File: config.mk
export PLATFORM = sky130hd
export DESIGN_NAME = mem_port_arbiter_flat
export DESIGN_NICKNAME = d
export VERILOG_FILES = /design/src/rtl/arvi_bus_pkg.sv /design/src/rtl/mem_port_arbiter_if.sv /design/src/rtl/arb_watchdog.sv /design/src/rtl/mem_port_arbiter.sv /design/src/flat_wrapper.sv
export SDC_FILE = /design/constraint.sdc
export NUM_CORES = 1
export LEC_CHECK = 0
export BUFFER_PORTS_ARGS = -buffer_cell sky130_fd_sc_hd__buf_2
export CAP_MARGIN = 20
export CORE_AREA = 8 8 100 102
export DETAILED_ROUTE_END_ITERATION = 8
export DIE_AREA = 0 0 108 110
export GPL_TIMING_DRIVEN = 1
export PLACE_DENSITY = 0.67
export SKIP_LAST_GASP = 1
export SLEW_MARGIN = 15
export SYNTH_ARGS = -nofsm -noshare
export SYNTH_HDL_FRONTEND = slang
export SYNTH_SLANG_ARGS = --single-unit
File: constraint.sdc
create_clock -name i_clk -period 3.4 [get_ports i_clk]
set_clock_uncertainty 0.1 [all_clocks]
set_input_delay 0.68 -clock i_clk [delete_from_list [all_inputs] [get_ports i_clk]]
set_output_delay 0.68 -clock i_clk [all_outputs]
set_load 0.1 [all_outputs]
File: src/rtl/arvi_bus_pkg.sv
// Shared types for the IM/DM memory-port arbiter.
//   arb_state_t : grant FSM states
//   req_id_t    : requester identity, used for round-robin history
//   BYTE_EN_W   : bus byte-enable width
package arvi_bus_pkg;

    localparam int BYTE_EN_W = 4;

    typedef enum logic [1:0] {
        IDLE  = 2'd0,
        GNT_I = 2'd1,
        GNT_D = 2'd2
    } arb_state_t;

    typedef enum logic {
        REQ_IM = 1'b0,
        REQ_DM = 1'b1
    } req_id_t;

endpackage

File: src/rtl/mem_port_arbiter_if.sv
// Bundle of all IM, DM and memory-bus signals around the arbiter.
//   slave  : arbiter view (takes requests and bus response, drives bus and replies)
//   master : environment view (core fetch/LSU plus memory interconnect)
// Signal names keep the i_/o_ prefixes as seen from the arbiter.
interface mem_port_arbiter_if #(
    parameter int XLEN = 32
);
    import arvi_bus_pkg::*;

    // instruction fetch
    logic                 i_im_rd;
    logic [XLEN-1:0]      i_im_addr;
    logic [XLEN-1:0]      o_im_rdata;
    logic                 o_im_ready;
    logic                 o_im_err;
    // data memory
    logic                 i_dm_rd;
    logic                 i_dm_wen;
    logic [XLEN-1:0]      i_dm_addr;
    logic [XLEN-1:0]      i_dm_wdata;
    logic [BYTE_EN_W-1:0] i_dm_byte_en;
    logic [XLEN-1:0]      o_dm_rdata;
    logic                 o_dm_ready;
    logic                 o_dm_err;
    // shared memory bus
    logic [XLEN-1:0]      o_mem_addr;
    logic [XLEN-1:0]      o_mem_wdata;
    logic [BYTE_EN_W-1:0] o_mem_byte_en;
    logic                 o_mem_wen;
    logic                 o_mem_rd;
    logic [XLEN-1:0]      i_mem_rdata;
    logic                 i_mem_ready;

    modport slave (
        input  i_im_rd, i_im_addr,
        output o_im_rdata, o_im_ready, o_im_err,
        input  i_dm_rd, i_dm_wen, i_dm_addr, i_dm_wdata, i_dm_byte_en,
        output o_dm_rdata, o_dm_ready, o_dm_err,
        output o_mem_addr, o_mem_wdata, o_mem_byte_en, o_mem_wen, o_mem_rd,
        input  i_mem_rdata, i_mem_ready
    );

    modport master (
        output i_im_rd, i_im_addr,
        input  o_im_rdata, o_im_ready, o_im_err,
        output i_dm_rd, i_dm_wen, i_dm_addr, i_dm_wdata, i_dm_byte_en,
        input  o_dm_rdata, o_dm_ready, o_dm_err,
        input  o_mem_addr, o_mem_wdata, o_mem_byte_en, o_mem_wen, o_mem_rd,
        output i_mem_rdata, i_mem_ready
    );

endinterface

File: src/rtl/arb_watchdog.sv
// Per-transaction watchdog counter.
//   i_clk, i_rst : clock, synchronous active-low reset
//   i_clr        : zero the counter (held while the arbiter is idle)
//   i_en         : count one waiting grant cycle
//   o_timeout    : counter has reached TIMEOUT-1, i.e. this is the last allowed cycle
module arb_watchdog #(
    parameter int TIMEOUT = 255,
    parameter int TO_W    = 8
) (
    input  logic i_clk,
    input  logic i_rst,
    input  logic i_clr,
    input  logic i_en,
    output logic o_timeout
);

    logic [TO_W-1:0] cnt;

    always_ff @(posedge i_clk) begin
        if (!i_rst || i_clr) cnt <= '0;
        else if (i_en)       cnt <= cnt + TO_W'(1);
    end

    // Decoded from the register only, so it never depends on i_mem_ready.
    assign o_timeout = (cnt == TO_W'(TIMEOUT - 1));

endmodule

File: src/rtl/mem_port_arbiter.sv
// Arbitrates one single-ported memory bus between instruction fetch (IM)
// and data memory (DM). Registered grant, round-robin on contention,
// watchdog timeout, and abort when the granted requester drops its request.
//   i_clk, i_rst : clock, synchronous active-low reset
//   bus          : mem_port_arbiter_if.slave carrying IM, DM and memory-bus signals
module mem_port_arbiter
    import arvi_bus_pkg::*;
#(
    parameter int XLEN    = 32,
    parameter int TIMEOUT = 255,
    parameter int TO_W    = 8
) (
    input  logic                  i_clk,
    input  logic                  i_rst,
    mem_port_arbiter_if.slave     bus
);

    arb_state_t state, state_nxt;
    req_id_t    last_grant, last_grant_nxt;
    logic       im_req, dm_req;
    logic       timeout;

    assign im_req = bus.i_im_rd;
    assign dm_req = bus.i_dm_rd | bus.i_dm_wen;

    // Counter is held at zero through the mandatory IDLE bubble, so every
    // grant starts from a clean count.
    arb_watchdog #(
        .TIMEOUT (TIMEOUT),
        .TO_W    (TO_W)
    ) u_wdog (
        .i_clk     (i_clk),
        .i_rst     (i_rst),
        .i_clr     (state == IDLE),
        .i_en      (state != IDLE),
        .o_timeout (timeout)
    );

    assign bus.o_im_rdata = bus.i_mem_rdata;
    assign bus.o_dm_rdata = bus.i_mem_rdata;

    always_comb begin
        state_nxt         = state;
        last_grant_nxt    = last_grant;
        bus.o_mem_addr    = {XLEN{1'b0}};
        bus.o_mem_wdata   = {XLEN{1'b0}};
        bus.o_mem_byte_en = '0;
        bus.o_mem_wen     = 1'b0;
        bus.o_mem_rd      = 1'b0;
        bus.o_im_ready    = 1'b0;
        bus.o_im_err      = 1'b0;
        bus.o_dm_ready    = 1'b0;
        bus.o_dm_err      = 1'b0;

        case (state)
            IDLE: begin
                // On contention, hand the bus to whoever did not have it last.
                if (dm_req && (!im_req || last_grant == REQ_IM)) state_nxt = GNT_D;
                else if (im_req)                                 state_nxt = GNT_I;
            end

            GNT_I: begin
                bus.o_mem_addr    = bus.i_im_addr;
                bus.o_mem_byte_en = '1;
                // Strobe drops on the timeout cycle; gated by registered state only.
                bus.o_mem_rd      = im_req & ~timeout;
                if (!im_req) begin
                    state_nxt = IDLE;
                end else if (bus.i_mem_ready) begin
                    bus.o_im_ready = 1'b1;
                    state_nxt      = IDLE;
                    last_grant_nxt = REQ_IM;
                end else if (timeout) begin
                    bus.o_im_err   = 1'b1;
                    state_nxt      = IDLE;
                    last_grant_nxt = REQ_IM;
                end
            end

            GNT_D: begin
                bus.o_mem_addr    = bus.i_dm_addr;
                bus.o_mem_wdata   = bus.i_dm_wdata;
                bus.o_mem_byte_en = bus.i_dm_byte_en;
                // Write takes priority when both DM strobes are set.
                bus.o_mem_wen     = bus.i_dm_wen & ~timeout;
                bus.o_mem_rd      = bus.i_dm_rd & ~bus.i_dm_wen & ~timeout;
                if (!dm_req) begin
                    state_nxt = IDLE;
                end else if (bus.i_mem_ready) begin
                    bus.o_dm_ready = 1'b1;
                    state_nxt      = IDLE;
                    last_grant_nxt = REQ_DM;
                end else if (timeout) begin
                    bus.o_dm_err   = 1'b1;
                    state_nxt      = IDLE;
                    last_grant_nxt = REQ_DM;
                end
            end

            default: state_nxt = IDLE;
        endcase
    end

    always_ff @(posedge i_clk) begin
        if (!i_rst) begin
            state      <= IDLE;
            last_grant <= REQ_IM;
        end else begin
            state      <= state_nxt;
            last_grant <= last_grant_nxt;
        end
    end

endmodule

File: src/flat_wrapper.sv
// flat-port wrapper written by rule: the top's interface ports become plain ports
module mem_port_arbiter_flat import arvi_bus_pkg::*;
#(
    parameter int XLEN    = 32,
    parameter int TIMEOUT = 255,
    parameter int TO_W    = 8
)
  (i_clk, i_rst, bus_i_im_rd, bus_i_im_addr, bus_o_im_rdata, bus_o_im_ready, bus_o_im_err, bus_i_dm_rd, bus_i_dm_wen, bus_i_dm_addr, bus_i_dm_wdata, bus_i_dm_byte_en, bus_o_dm_rdata, bus_o_dm_ready, bus_o_dm_err, bus_o_mem_addr, bus_o_mem_wdata, bus_o_mem_byte_en, bus_o_mem_wen, bus_o_mem_rd, bus_i_mem_rdata, bus_i_mem_ready);
  mem_port_arbiter_if #(.XLEN(XLEN)) bus_i ();
  input  logic i_clk;
  input  logic i_rst;
  input wire logic [$bits(bus_i.i_im_rd)-1:0] bus_i_im_rd;
  input wire logic [$bits(bus_i.i_im_addr)-1:0] bus_i_im_addr;
  output wire logic [$bits(bus_i.o_im_rdata)-1:0] bus_o_im_rdata;
  output wire logic [$bits(bus_i.o_im_ready)-1:0] bus_o_im_ready;
  output wire logic [$bits(bus_i.o_im_err)-1:0] bus_o_im_err;
  input wire logic [$bits(bus_i.i_dm_rd)-1:0] bus_i_dm_rd;
  input wire logic [$bits(bus_i.i_dm_wen)-1:0] bus_i_dm_wen;
  input wire logic [$bits(bus_i.i_dm_addr)-1:0] bus_i_dm_addr;
  input wire logic [$bits(bus_i.i_dm_wdata)-1:0] bus_i_dm_wdata;
  input wire logic [$bits(bus_i.i_dm_byte_en)-1:0] bus_i_dm_byte_en;
  output wire logic [$bits(bus_i.o_dm_rdata)-1:0] bus_o_dm_rdata;
  output wire logic [$bits(bus_i.o_dm_ready)-1:0] bus_o_dm_ready;
  output wire logic [$bits(bus_i.o_dm_err)-1:0] bus_o_dm_err;
  output wire logic [$bits(bus_i.o_mem_addr)-1:0] bus_o_mem_addr;
  output wire logic [$bits(bus_i.o_mem_wdata)-1:0] bus_o_mem_wdata;
  output wire logic [$bits(bus_i.o_mem_byte_en)-1:0] bus_o_mem_byte_en;
  output wire logic [$bits(bus_i.o_mem_wen)-1:0] bus_o_mem_wen;
  output wire logic [$bits(bus_i.o_mem_rd)-1:0] bus_o_mem_rd;
  input wire logic [$bits(bus_i.i_mem_rdata)-1:0] bus_i_mem_rdata;
  input wire logic [$bits(bus_i.i_mem_ready)-1:0] bus_i_mem_ready;
  assign bus_i.i_im_rd = bus_i_im_rd;
  assign bus_i.i_im_addr = bus_i_im_addr;
  assign bus_o_im_rdata = bus_i.o_im_rdata;
  assign bus_o_im_ready = bus_i.o_im_ready;
  assign bus_o_im_err = bus_i.o_im_err;
  assign bus_i.i_dm_rd = bus_i_dm_rd;
  assign bus_i.i_dm_wen = bus_i_dm_wen;
  assign bus_i.i_dm_addr = bus_i_dm_addr;
  assign bus_i.i_dm_wdata = bus_i_dm_wdata;
  assign bus_i.i_dm_byte_en = bus_i_dm_byte_en;
  assign bus_o_dm_rdata = bus_i.o_dm_rdata;
  assign bus_o_dm_ready = bus_i.o_dm_ready;
  assign bus_o_dm_err = bus_i.o_dm_err;
  assign bus_o_mem_addr = bus_i.o_mem_addr;
  assign bus_o_mem_wdata = bus_i.o_mem_wdata;
  assign bus_o_mem_byte_en = bus_i.o_mem_byte_en;
  assign bus_o_mem_wen = bus_i.o_mem_wen;
  assign bus_o_mem_rd = bus_i.o_mem_rd;
  assign bus_i.i_mem_rdata = bus_i_mem_rdata;
  assign bus_i.i_mem_ready = bus_i_mem_ready;
  mem_port_arbiter #(.XLEN(XLEN), .TIMEOUT(TIMEOUT), .TO_W(TO_W)) u_core (.i_clk(i_clk), .i_rst(i_rst), .bus(bus_i));
endmodule
# Word level (Yosys, flattened, before mapping)
# Cells that the tools add are included.
# word_totals
register_bits	11
latch_bits	0
ramBits	0
mem_bits_ro	0
in_bits	138
out_inout_bits	138
wordCells	59
memories	0
# classes
n_addsub	1
mul	0
div_mod_pow	0
n_lt_le_gt_ge	0
n_eq_ne	8
shifts	0
muxes	30
bitwise_logic	8
reduce_logical	9
# ops
op	n
32-bit case mux with 2 select lines	1
32-bit 2-to-1 mux	1
1-bit 2-to-1 mux	18
2-bit 2-to-1 mux	6
3-bit by 2-bit inequality test with 1-bit output, second input constant	3
8-bit by 1-bit adder with 8-bit output, second input constant	1
8-bit == test, second input constant	1
4-bit case mux with 2 select lines	1
2-bit case mux with 3 select lines	1
5-bit AND reduction	1
1-bit AND	4
1-bit case mux with 2 select lines	2
2-bit nonzero test	2
1-bit NOT	3
2-bit by 1-bit == test with 1-bit output, second input constant	1
2-bit == test, second input constant	1
1-bit zero test	2
2-bit zero test	1
1-bit logical OR	2
2-bit by 1-bit inequality test with 1-bit output, second input constant	1
2-bit inequality test, second input constant	1
1-bit logical AND	1
1-bit OR	1

# Depth between registers and ports, before layout
# Gate-level depths: netlist of the first run.
# logic_depth
depth_word	5
ltp_mapped	7

# Modules after synthesis
# A second synthesis of the first run with hierarchy kept.
# hier_totals
cells_unflattened	267
hier_area_um2	1923.1
# by_module_without_submodules
mod	n_inst	cells_per_inst	area_per_inst_um2	seq_area_each_um2
mem_port_arbiter	1	225	1557.7	60.1
arb_watchdog	1	42	365.4	160.2

# Least setup slack after synthesis of the first run
# OpenSTA, ideal clock, no wires.
# synth_path
kind	register -> output
start	reg u_core.u_wdog.cnt[2]
end	out bus_o_dm_err
arrival_ns	2.886
required_time_ns	2.620
slack_ns	-0.266
path_stages_with_launch	4
cell_sequence	dfxtp_1 > and4_4 > nand4_1 > nor3_1
# synth_between
elab_chain_len	5
# synth_rtl
item	line_no	text
start: declaration	arb_watchdog.sv:17	logic [TO_W-1:0] cnt;
start signal: assignment	arb_watchdog.sv:21	else if (i_en) cnt <= cnt + TO_W'(1);
8-bit == test	arb_watchdog.sv:25	assign o_timeout = (cnt == TO_W'(TIMEOUT - 1));
1-bit 2-to-1 mux	mem_port_arbiter.sv:93	end else if (timeout) begin
1-bit 2-to-1 mux	mem_port_arbiter.sv:89	end else if (bus.i_mem_ready) begin
1-bit 2-to-1 mux	mem_port_arbiter.sv:87	if (!dm_req) begin
1-bit 2-to-1 mux	mem_port_arbiter.sv:55	case (state)
end: declaration	flat_wrapper.sv:24	output wire logic [$bits(bus_i.o_dm_err)-1:0] bus_o_dm_err;
# No other way between the ends.

# Final worst setup path of the first run
# layout_path
start	reg u_core.state[0]
end	out bus_o_mem_addr[18]
# layout_between
elab_chain_len	2
word_cells_on_any_way	3
cone_classes	eq/ne (2); mux (1)
# layout_rtl
item	line_no	text
start: declaration	mem_port_arbiter.sv:18	arb_state_t state, state_nxt;
start signal: assignment	mem_port_arbiter.sv:109	state <= state_nxt;
2-bit == test / 2-bit by 1-bit == test with 1-bit output (equally long branches)	mem_port_arbiter.sv:55	
32-bit case mux with 2 select lines (*)	mem_port_arbiter.sv:55	
end: declaration	flat_wrapper.sv:25	output wire logic [$bits(bus_i.o_mem_addr)-1:0] bus_o_mem_addr;
# Mark *: on every way between the ends. The rest lies on a longest branch, timed or not.

==> results of run 1 <==
-- worst paths after layout --
path	slack [ps]	start	end
setup / recovery	460	u_core.state[0]	bus_o_mem_addr[18]
hold / removal	410	u_core.u_wdog.cnt[0]	u_core.u_wdog.cnt[0]
setup reg to reg	1630	u_core.state[0]	u_core.state[1]
hold reg to reg	410	u_core.u_wdog.cnt[0]	u_core.u_wdog.cnt[0]
-- report_power, final --
part           switching (mW)  internal (mW)  total, mW  leakage [nW]
combinational           0.701          0.199      0.900          1.20
sequential            0.00735          0.135      0.143        0.0891
clock                  0.0525         0.0826      0.135        0.0228
total                   0.761          0.417       1.18          1.31
-- sequential cells by signal (all words and copies together) (netlist names) --
name	cells
u_core.last_grant	1
u_core.state	2
u_core.u_wdog.cnt	8
-- logic make-up after synthesis --
family	after synthesis
fa+ha+maj	6
compound gates	47
flops	11
xor+xnor	6
buf+inv	83
simple gates	104
-- cell usage in the layout (no fill, tap or decap), types with 4 or more instances in the layout --
cell and instances:
ha_1 5, nor2b_1 36, dfxtp_1 11, inv_1 4, nand2_1 7, a21oi_1 5, a22oi_1 33, nor2_1 11
and2_1 33, xor2_1 5, buf_2 178
-- metal layers --
layer / global-route usage, % / share of wire (%) / vias up
met3: 4.19 / 13 / 36
li1: - / - / 1015
met4: 6.64 / 4.3 / 0
met5: 0 / 0 / -
met2: 18.4 / 48 / 129
met1: 10.5 / 34 / 904
-- area by class of cell --
class / instances / share of cell area, %
multi-input cells: 163 / 44.9
repair buffers: 182 / 38.3
flip-flops and latches: 11 / 8.92
well taps: 108 / 5.47
clock buffers: 4 / 1.82
inverters: 4 / 0.608
-- per-stage QoR --
stage / total power [mW] / instance area (sq um) / TNS (ps) / std cells
after global placement: 1.04 / 2420 / 0 / 468
after CTS: 1.19 / 2470 / 0 / 472
after global routing: 1.23 / 2470 / 0 / 472
final: 1.18 / 2470 / 0 / 472
after floorplan: 1.23 / 1890 / -533 / 257
after detailed placement: 1.05 / 2420 / 0 / 468
==> results.toml, run 1 <==
[timing]
rsz0062_at_grt = "no"
final-setup-viol-count = 0
hold_violations = 0
worst_pin_slew_ps = 522
slew_violations = 0
maxSlewHeadroom_pct = 65.2
layout_min_cycle_time_ps = 2940
max_freq_mhz = 340
worst_slack_ps = 455
fin_crit_sh_pct = 86.6
whs_ps = 411

[clock_tree]
clk_latency_ps = 240
post_cts_resized = 0
cts_hold_buf = 0
path_clk_slew_ps = 50
postCtsSetupBuffers = 0
cts-htree-levels = 1
root_buffer = "clkbuf_8"
cts_tree = "done"
numCtsBuffers = 3
clock_path_buffers = 2
cts_num_sinks = 11

[final_layout]
nets = 509
fillers = 917
multi_input_area_sq_mm = 0.00111
synthToLayoutAreaGrowth_pct = 31.0
postLayoutCoreUtil_pct = 29.2
ff_latch_area_sq_um = 220
n_antenna_cell = 0
drive_above_1_share_pct = 52.5

[worst_setup_path]
worst_setup_path_start_kind = "flip-flop"
max_stage_delay_ps = 520
path_cells = "inv_1 -> ha_2 -> buf_12 -> a22oi_1 -> nor2b_1 -> buf_2"
arrival_ps = 2160
cp_num_cells = 6
crit_fanout = 42
cpMaxStageDelayCell = "ha_2"
crit_buf_inv = 3
path_class = "reg2out"
rr_worst_depth = 6
cp.required_ps = 2620
critical-path-top-delay-family = "buffers and inverters"
cp-end-kind = "primary output"

[grt]
grt_use_total_pct = 10.6
grt_pass1_vias = 2152
overflow = 0
grt_max_degree = 43
antenna_found_initial = 0
grt_pass1_wl_um = 10400

[min_path]
worstHoldPathType = "reg2reg"
holdPathStages = 1

[yosys]
synth_xor_area_share_pct = 2.79
avgSynthCellArea_sq_um = 7.34
yosysMostFrequentCell = "buf_4"
syn-cell-area_sq_mm = 0.00189
synth_cell_types = 31
async_reset_ff_share_pct = 0
synth.top_cell.area_share_pct = 25.5
synth_top_family_by_area = "simple AND/OR/NAND/NOR gates"
synth_seq_area_share_pct = 11.7
synth_compound_area_share_pct = 19.0
synth-edff-count = 0
synthesis.nets = 401
syn_inst = 257
synth_mux_area_share_pct = 0
yosysWarnings = 0
ys_top_cells_by_area = "buf_4 25%, a22oi_1 13%, nor2b_1 12%, dfxtp_1 12%, and2_1 11%"
netlist_top_cells_count = "64 x buf_4, 36 x nor2b_1, 33 x a22oi_1, 33 x and2_1"
synth-main-ff-cell = "dfxtp_1"
synthSimpleGateAreaFrac_pct = 32.9
synthAdderAreaFrac_pct = 3.98
ys_seq_elements = 11
synth_top_area_cell = "buf_4"

[detailed_routing]
vias = 2084
drt-wirelength-per-cell_um = 15.1
via_per_inst = 4.42
drcViolationCount = 0
ant_nets = 0
firstDrtPassIters = 4
drtIter0Drc = 130
wirelength_um = 7150

[placement]
routabilityCongestion = 0.741
post-place-ws_ps = 656
io_buffer_count = 179
dp_hpwl_um = 6060

[power]
power.density_mw_per_mm2 = 477
ir_drop_mv = 0.314
power.leakage_nw = 1.31

[floorplan]
coreArea_sq_mm = 0.00847
die_w_um = 108
dieArea_sq_mm = 0.0119
io_pins = 276
die_h_um = 110
start_util_pct = 22.3
fp-row-count = 34

[run]
drv_cap = 0

[status]
status = "finished, final reports clean"
Note: power is estimated with default switching activity, not from simulation.
==> run 2: changes to the inputs <==
Settings changed: SLEW_MARGIN 15 to 20.
Clock period 3.4 ns to 3.8 ns, I/O delays scaled along.
==> run 2 against run 1 <==
Highest routed layer unchanged. Global-route usage fell by 0.26 points. Worst setup slack improved by 220 ps. Non-clock buffer count fell by 1. Sequential power shrank 11%. Largest cell class unchanged. Combinational power down 10%. Critical path type unchanged. Sequential share of layout area up 0.082 points. Clock power down 15%. First-iteration DRC count decreased by 12%. Design area shrank 0.91%.
==> results.toml, run 2 (synthesis results as in run 1) <==
[floorplan]
die_w_um = 108
io_pins = 276
die_h_um = 110
fp-row-count = 34
dieArea_sq_mm = 0.0119
start_util_pct = 22.3
coreArea_sq_mm = 0.00847

[power]
ir_drop_mv = 0.254
power.density_mw_per_mm2 = 429
switching_share_pct = 64.6
pwr-share-comb_pct = 76.9
clkPwrFrac_pct = 10.9
pwr-share-seq_pct = 12.1
switchingPower_uw = 678
power.leakage_nw = 1.30
p_int_uw = 372

[worst_setup_path]
path_class = "reg2out"
cp-end-kind = "primary output"
worst_setup_path_start_kind = "flip-flop"
cpMaxStageDelayCell = "ha_1"
max_stage_delay_ps = 830
path_cells = "inv_1 -> ha_1 -> and3_1 -> buf_2"
arrival_ps = 2270
critical-path-top-delay-family = "adder cells"
cp.required_ps = 2940
crit_fanout = 37
crit_buf_inv = 2

[final_layout]
reg_top3 = "u_core.u_wdog.cnt: 8 flops, u_core.state: 2 flops, u_core.last_grant: 1 flops"
synthToLayoutAreaGrowth_pct = 29.8
finalInstanceArea_sq_mm = 0.00245
drive_above_1_share_pct = 52.3
final_cells = 471
largest_reg_flops = 8
regMostFlops = "u_core.u_wdog.cnt"
final_cell_mix = "179 x buf_2, 36 x nor2b_1, 33 x a22oi_1, 33 x and2_1"
final_common_cell = "buf_2"
nets = 508
n_antenna_cell = 0

[timing]
layout_min_cycle_time_ps = 3130
maxSlewHeadroom_pct = 44.6
rsz0062_at_grt = "no"
worst_slack_ps = 673
final-setup-viol-count = 0
fin_setup_tns_ps = 0
hold_violations = 0
slew_violations = 0
max_freq_mhz = 320
whs_ps = 398
worst_pin_slew_ps = 831
fin_crit_sh_pct = 82.3

[status]
status = "finished, final reports clean"

[detailed_routing]
drcViolationCount = 0
wirelength_um = 7150
vias = 2092
ant_nets = 0
drt-wirelength-per-cell_um = 15.2
firstDrtPassIters = 4
drtIter0Drc = 115
via_per_inst = 4.44

[grt]
grt_pass1_wl_um = 10200
grt_pass1_vias = 2065
antenna_found_initial = 0
overflow = 0
grt_max_degree = 43
grt_use_total_pct = 10.4

[placement]
routabilityCongestion = 0.765
dp_cells = 467
io_buffer_count = 179
post_dp_cell_area_sq_mm = 0.00240
post-place-ws_ps = 880
dp_hpwl_um = 6120

[clock_tree]
clock_path_buffers = 2
root_buffer = "clkbuf_8"
cts_num_sinks = 11
clk_latency_ps = 240
cts_hold_buf = 0
cts-htree-levels = 1
path_clk_slew_ps = 50
post_cts_resized = 0
numCtsBuffers = 3
cts_tree = "done"
postCtsSetupBuffers = 0

[min_path]
worstHoldPathType = "reg2reg"

[run]
drv_cap = 0
[run 2: changes by cell type in the layout (fill, tap and decap cells not counted)]
cell,delta
buf_12,-1
buf_2,+1
buf_4,-1
[run 2: final cells by class]
type                    instances  area (sq um)
clock buffers                   4          45.0
fillers                       959          6020
inverters                       4          15.0
multi-input cells             163          1110
flip-flops and latches         11           220
well taps                     108           135
repair buffers                181           923
[run 2: power by group through the flow]
stage | combinational, mW | clock (mW) | sequential, mW
floorplan | 0.970 | 0 | 0.128
global placement | 0.807 | 0 | 0.129
detailed placement | 0.815 | 0 | 0.129
CTS | 0.816 | 0.119 | 0.127
global route | 0.848 | 0.126 | 0.128
finish | 0.808 | 0.115 | 0.127
[run 2: worst paths after layout]
check | from | end | slack [ps] | cells after the start
hold reg to reg | u_core.u_wdog.cnt[0] | u_core.u_wdog.cnt[0] | 400 | 1
setup / recovery | u_core.state[0] | bus_o_mem_rd | 670 | 4
hold / removal | u_core.u_wdog.cnt[0] | u_core.u_wdog.cnt[0] | 400 | 1
setup reg to reg | u_core.state[0] | u_core.state[1] | 1900 | 7
[run 2: per-stage QoR]
step | utilization (%) | power [mW]
finish | 28.9 | 1.05
global route | 28.9 | 1.10
CTS | 28.9 | 1.06
detailed placement | 28.4 | 0.944
global placement | 28.4 | 0.936
floorplan | - | 1.10
[run 2: per-layer routing]
| layer | GRT usage [%] | routed length [um] | vias to the layer above |
|---|---|---|---|
| li1 | - | - | 1015 |
| met1 | 11.4 | 2520 | 908 |
| met2 | 17.0 | 3350 | 137 |
| met3 | 4.30 | 1030 | 32 |
| met4 | 4.86 | 250 | 0 |
| met5 | 0 | 0 | - |
